File: src/rtl/param_shift_register.sv
// Parametrised universal shift register (hold / shift / rotate / load) with a
// saturating toggle counter that reports switching activity on q.
module param_shift_register #(
  parameter int WIDTH     = 4,
  parameter int CNT_WIDTH = 16
) (
  input  logic                 clk,
  input  logic                 rst_n,
  input  logic                 enb,
  input  logic [2:0]           mode,
  input  logic                 sin_lsb,
  input  logic                 sin_msb,
  input  logic [WIDTH-1:0]     d_in,
  input  logic                 cnt_clr,
  output logic [WIDTH-1:0]     q,
  output logic                 sout_msb,
  output logic                 sout_lsb,
  output logic [CNT_WIDTH-1:0] toggle_cnt,
  output logic                 cnt_sat
);

  localparam logic [2:0] MODE_HOLD = 3'b000;
  localparam logic [2:0] MODE_SHL  = 3'b001;
  localparam logic [2:0] MODE_SHR  = 3'b010;
  localparam logic [2:0] MODE_LOAD = 3'b011;
  localparam logic [2:0] MODE_ROL  = 3'b100;
  localparam logic [2:0] MODE_ROR  = 3'b101;

  // Six guard bits hold a popcount of up to 32, so the add can never wrap.
  localparam int               SUM_W   = CNT_WIDTH + 6;
  localparam logic [SUM_W-1:0] CNT_MAX = {{6{1'b0}}, {CNT_WIDTH{1'b1}}};

  logic [WIDTH-1:0]     r_q;
  logic [CNT_WIDTH-1:0] r_cnt;
  logic                 r_sat;
  logic [WIDTH-1:0]     w_q_next;
  logic [WIDTH-1:0]     w_diff;
  logic [5:0]           w_pop;
  logic [SUM_W-1:0]     w_sum;
  logic [CNT_WIDTH-1:0] w_cnt_next;

  always_comb begin
    // NOTE: default assignment first so every path drives w_q_next; no latch.
    w_q_next = r_q;
    if (enb) begin
      case (mode)
        MODE_HOLD: w_q_next = r_q;
        MODE_SHL:  w_q_next = {r_q[WIDTH-2:0], sin_lsb};
        MODE_SHR:  w_q_next = {sin_msb, r_q[WIDTH-1:1]};
        MODE_LOAD: w_q_next = d_in;
        MODE_ROL:  w_q_next = {r_q[WIDTH-2:0], r_q[WIDTH-1]};
        MODE_ROR:  w_q_next = {r_q[0], r_q[WIDTH-1:1]};
        default:   w_q_next = r_q;
      endcase
    end
  end

  assign w_diff = r_q ^ w_q_next;

  always_comb begin
    w_pop = '0;
    for (int i = 0; i < WIDTH; i++) begin
      w_pop = w_pop + 6'(w_diff[i]);
    end
  end

  assign w_sum      = {6'b0, r_cnt} + SUM_W'(w_pop);
  assign w_cnt_next = (w_sum > CNT_MAX) ? {CNT_WIDTH{1'b1}} : w_sum[CNT_WIDTH-1:0];

  // NOTE: non-blocking assignments for all state so every register samples pre-edge values.
  always_ff @(posedge clk or negedge rst_n) begin
    if (!rst_n) begin
      r_q <= '0;
    end else begin
      r_q <= w_q_next;
    end
  end

  // Clear wins over counting and works regardless of enb.
  always_ff @(posedge clk or negedge rst_n) begin
    if (!rst_n) begin
      r_cnt <= '0;
      r_sat <= 1'b0;
    end else if (cnt_clr) begin
      r_cnt <= '0;
      r_sat <= 1'b0;
    end else if (enb) begin
      r_cnt <= w_cnt_next;
      r_sat <= &w_cnt_next;
    end
  end

  assign q          = r_q;
  assign sout_msb   = r_q[WIDTH-1];
  assign sout_lsb   = r_q[0];
  assign toggle_cnt = r_cnt;
  assign cnt_sat    = r_sat;

endmodule
File: config.mk
export PLATFORM = sky130hd
export DESIGN_NAME = param_shift_register
export DESIGN_NICKNAME = d
export VERILOG_FILES = /design/src/rtl/param_shift_register.sv
export SDC_FILE = /design/constraint.sdc
export NUM_CORES = 1
export LEC_CHECK = 0
export ABC_AREA = 1
export ABC_CLOCK_PERIOD_IN_PS = 3500
export BUFFER_PORTS_ARGS = -buffer_cell sky130_fd_sc_hd__buf_2
export CELL_PAD_IN_SITES_DETAIL_PLACEMENT = 0
export CELL_PAD_IN_SITES_GLOBAL_PLACEMENT = 1
export CORE_MARGIN = 2
export CORE_UTILIZATION = 38
export DETAILED_ROUTE_END_ITERATION = 10
export PLACE_DENSITY_LB_ADDON = 0.1
export SETUP_SLACK_MARGIN = 0.3
export SYNTH_ARGS = -nofsm -noshare
export SYNTH_HDL_FRONTEND = slang
export SYNTH_SLANG_ARGS = --single-unit
File: constraint.sdc
create_clock -name clk -period 3.5 [get_ports clk]
set_input_delay 0.175 -clock clk [delete_from_list [all_inputs] [get_ports clk]]
set_output_delay 0.175 -clock clk [all_outputs]
set_load 0.1 [all_outputs]
# After elaboration in Yosys (flattened, before gate mapping)
# Index checks and enable logic that the tools add are counted.
# classes
addsub	4
order_cmp	1
eq_ne	5
muxes	7
bitwise	1
n_reduce_logical	2
# ops
op	count
$mux 16	3
$pmux 4 s5	1
$add 16x4->17	1
$gt 17x16->1 const B	1
$reduce_and 16->1	1
$eq 3x2->1 const B	2
$eq 3x3->1 const B	2
$add 3x1->4	1
$mux 4	1
$xor 4x4->4	1
$add 2x1->3	1
$eq 3x1->1 const B	1
$add 1x1->2	1
$mux 1	2
$reduce_bool 2->1	1
# word_totals
reg_bits	21
inputBits	13

# Longest topological paths before layout
# depth
depth_word	13
depth_mapped	24
mapped_depth_nobuf	24

# Least setup slack after synthesis
# OpenSTA, ideal clock, no wires.
# synth_timing
path_kind	reg-to-reg
startpoint	register r_q[3], in the netlist q[3]
endpoint	register r_sat, in the netlist cnt_sat
setup_ps	120
arrival_time_ps	3670
path_slack_ps	-290
path_stages_with_launch	20
period_less_slack_ps	3790
cell_sequence	dfrtp_1 -> inv_1 -> o2111ai_1 -> nand2_1 -> nand2_1 -> nand2_1 -> fa_1 -> inv_1 -> fa_1 -> fa_1 -> nand2_2 -> nor2_4 -> nand2_4 -> nor2_8 -> a21oi_1 -> nor2_1 -> nand3_1 -> nor2_1 -> nand2_1 -> nand2_1
# synth_between
elab_chain_len	12
# synth_rtl
item	line	text
start, declared	33	logic [WIDTH-1:0] r_q;
start signal, assigned	75	r_q <= w_q_next;
$pmux 4 s5	46	case (mode)
$mux 4	45	if (enb) begin
$xor 4x4->4 *	58	assign w_diff = r_q ^ w_q_next;
$add 1x1->2	63	w_pop = w_pop + 6'(w_diff[i]);
$add 2x1->3	63	
$add 3x1->4 *	63	
$add 16x4->17 *	67	assign w_sum = {6'b0, r_cnt} + SUM_W'(w_pop);
$gt 17x16->1	68	assign w_cnt_next = (w_sum > CNT_MAX) ? {CNT_WIDTH{1'b1}} : w_sum[CNT_WIDTH-1:0];
$mux 16 *	68	
$reduce_and 16->1 *	89	r_sat <= &w_cnt_next;
$mux 1 *	87	end else if (enb) begin
$mux 1 *	84	end else if (cnt_clr) begin
end signal, assigned	89	
end, declared	35	logic r_sat;
# Every way passes the cells marked *; elsewhere a longest branch is shown, timed or not. The select of a mux whose other input is x is not followed.
# A chain may end at the register's enable or synchronous reset.

# Final worst setup path
# layout_timing
startpoint	register r_q[3], in the netlist q[3]
endpoint	register r_sat, in the netlist cnt_sat
# layout_between
word_cells_on_any_way	12
cone_classes	4 x add/sub; 1 x order compare; 5 x mux; 1 x bitwise; 1 x reduce/logical
# layout_lines
item	line	text
$pmux 4 s5 *	46	
$mux 4 *	45	
named net w_q_next[2]	36	logic [WIDTH-1:0] w_q_next;
$xor 4x4->4 *	58	
$add 2x1->3 *	63	
$add 3x1->4 *	63	
$add 16x4->17 *	67	
$gt 17x16->1	68	
$mux 16 *	68	
$reduce_and 16->1 *	89	
$mux 1 *	87	
$mux 1 *	84	
# Mark *: on every way through the listed nets, which the timed path passes. The rest lies on a longest branch. The select of a mux whose other input is x is not followed.

==> results.tsv <==
stage	metric	value	unit
pwr	pwr_density_cell	524.5	nW/um^2
timing	finalCritPeriodShare	89.77	%
yosys	ys_ff_latch	21	
global_routing	grt_max_degree	22	
timing	fin_crit	3.142	ns
placement	hpwl	3.371	mm
layout	final_util	49.05	%
timing	clock_skew	0.008096	ns
yosys	synth_seq_area_share	31.79	%
floorplan	num_rows	23	
timing	slew_violations	0	
yosys	synth.mux.area_fraction	0	%
clock_tree	clock_latency	0.27	ns
clock_tree	cts_tree	built	
floorplan	io_pins	36	
yosys	synth_common_cells	64 x nand2_1, 40 x inv_1, 23 x nor2_1, 21 x dfrtp_1, 21 x nand3_1	
timing	fmax	318.3	MHz
route	drtIter0Drc	155	
yosys	synthArstFlopShare	100.0	%
global_routing	antenna_found_initial	0	
placement	portBuffers	35	
worst_setup_path	critical_path.max_fanout	10	
floorplan	design.core.area	4086	sq um
layout	syn_to_final_growth	21.27	%
worst_setup_path	cp-start-kind	flip-flop	
floorplan	die_x	69.95	um
yosys	synthCells	246	
pwr	leakagePower	1.047	nW
outcome	status	finished, final reports clean	
route	num_vias	1697	
timing	slew_headroom	52.69	%
clock_tree	root_buffer	clkbuf_8	
yosys	synthXorXnorAreaFrac	1.060	%
worst_setup_path	crit_type	reg2reg	
placement	placed_cells	328	
worst_setup_path	crit_required	3.66	ns
placement	gp_congestion	0.9248	
worst_setup_path	end_kind	flip-flop	
route	wl	4.486	mm
yosys	synthAdderAreaFrac	4.391	%
layout	diodes	0	
timing	finalSetupTns	0	ns
timing	rsz0062_at_grt	true	
yosys	ys_warn_count	0	
yosys	syn_area	1653	sq um
worst_setup_path	cp.arrival	3.30	ns
worst_setup_path	cp_slowest_stage_delay	0.51	ns
yosys	yosys.area_share.simple	37.93	%
global_routing	grt_pass1_vias	1536	
yosys	yosys-top-cells-area	dfrtp_1 32%, nand2_1 15%, inv_1 9.1%	
yosys	syn_nets	263	
yosys	synth.distinct_cells	25	
route	wire_per_inst	13.35	um
timing	finalSetupViolations	0	
job	cap_violations	0	
clock_tree	ctsLongestPathBuffers	2	
floorplan	start_util	40.45	%
timing	finalHoldViolCount	0	
layout	design_area	2004	sq um
yosys	synth_top_family_by_area	simple AND/OR/NAND/NOR gates	
global_routing	grt.total_usage	18.64	%
global_routing	gr-total-overflow	0	
clock_tree	cts.reportedPaths.clkPinSlew	0.09	ns
clock_tree	htreeDepth	1	
placement	dpl-instance-area	1901	sq um
clock_tree	cts_made_buffers	3	
timing	worstMarginPinSlew	0.7070	ns
route	drc	0	
yosys	synth_flop_cell	dfrtp_1	
yosys	yosys.area.top_type	dfrtp_1	
clock_tree	cts_sinks	21	
yosys	synth.most_common_cell	nand2_1	
layout	drive_above_1_share	28.32	%
worst_setup_path	path_cells	a21oi_2, a22oi_2, xor2_1, fa_1, inv_1, fa_2, fa_2, nand2_2, nor2_4, nand2_4, nor2_8, a21oi_2, nor2_1, nand3_1, nor2_1, nand2_1, nand2_1	
layout	final_nets	304	
floorplan	die_h	69.95	um
floorplan	die_area	4893	sq um
hold_path	hp-class	in2reg	
route	firstDrtPassIters	4	
route	routed_via_density	5.051	
yosys	synth_edf_count	0	
route	detail-route-antenna-nets	0	
yosys	synth_top_area_share	31.79	%
pwr	irDropWorstVdd	0.5511	mV
layout	finalNonFillerCells	336	
global_routing	grt_pass1_wl	7.348	mm
yosys	synth.avg_cell_area	6.719	sq um
worst_setup_path	slowest_stage	dfrtp_4	
yosys	synth-compound-area-share	14.16	%
==> metal layers <==
| metal | GRT usage [%] | part of all wire [%] | routed length (um) | vias to the layer above |
|---|---|---|---|---|
| met5 | 0 | 0 | 0 | - |
| met2 | 28.99 | 45 | 2006 | 50 |
| met3 | 3.175 | 5.3 | 238 | 2 |
| met4 | 2.991 | 0.53 | 24 | 0 |
| li1 | - | - | - | 879 |
| met1 | 27.59 | 49 | 2217 | 766 |
==> state kept, by name (all words and copies together) (netlist names) <==
name        cells
toggle_cnt     16
q               4
cnt_sat         1
==> cell usage in the layout (no fill, tap or decap), types with 4 or more instances in the layout <==
cell / count
a21oi_2: 5
nand2_2: 8
dfrtp_1: 16
nand4_1: 7
buf_2: 35
inv_2: 6
nand2_1: 62
o21ai_0: 16
o22ai_1: 8
inv_1: 36
nor2_4: 4
nor2_1: 21
a21oi_1: 10
nand3_1: 21
==> path summary, 6_finish.rpt <==
check / from / end / slack, ns / cells after the start
min in group asynchronous: rst_n / toggle_cnt[2]$_DFFE_PN0P_ / 0.40 / 2
hold / removal: cnt_clr / toggle_cnt[2]$_DFFE_PN0P_ / 0.21 / 4
hold reg to reg: cnt_sat$_DFFE_PN0P_ / cnt_sat$_DFFE_PN0P_ / 0.52 / 2
setup reg to reg: q[3]$_DFF_PN0_ / cnt_sat$_DFFE_PN0P_ / 0.36 / 17
max in group asynchronous: rst_n / q[3]$_DFF_PN0_ / 2.71 / 2
setup / recovery: q[3]$_DFF_PN0_ / cnt_sat$_DFFE_PN0P_ / 0.36 / 17
==> stage by stage <==
step	total power (W)	setup WS (ns)	hold WS [ns]
after global routing	0.001130	0.1554	0.2350
after detailed placement	0.0008494	0.1083	0.1865
final	0.001051	0.3581	0.2124
after CTS	0.001026	0.3192	0.2147
after floorplan	0.0007533	0.3543	-0.1206
after global placement	0.0008635	0.1238	0.1703
==> cells by family (layout without fill, tap and decap cells) <==
group,after synthesis,count (layout)
xor+xnor,2,2
buf+inv,45,85
fa+ha+maj,4,4
compound gates,42,42
flops,21,21
simple gates,132,132
==> final cells by class <==
type                       count  area (sq um)
timing repair buffer          39         207.7
tap                           50         62.56
inverter                      42         157.7
fill                         427          2082
clock buffer                   4         45.04
sequential                    21         539.3
multi-input combinational    180         992.2
==> repair_timing <==
item	4_1_cts	5_1_grt
hold buffers	1	0
gates resized for setup	0	11
buffers inserted	0	3
endpoints found under the setup margin	0	1
hold endpoints to repair	21	0
==> power breakdown <==
part	internal (W)	switching [W]
Combinational	0.000155	0.000422
Clock	0.0000813	0.0000862
Sequential	0.000274	0.0000320
==> critical path, delay by kind of cell (launching register included) <==
family                   cells  cell delay [ns]
XOR/XNOR                     1             0.16
flip-flops                   1             0.51
buffers and inverters        1             0.06
AND/OR/NAND/NOR              9             0.63
adder cells (fa/ha/maj)      3             1.27
AO/OA/AOI/OAI                3             0.41
(Power assumes the default switching activity.)
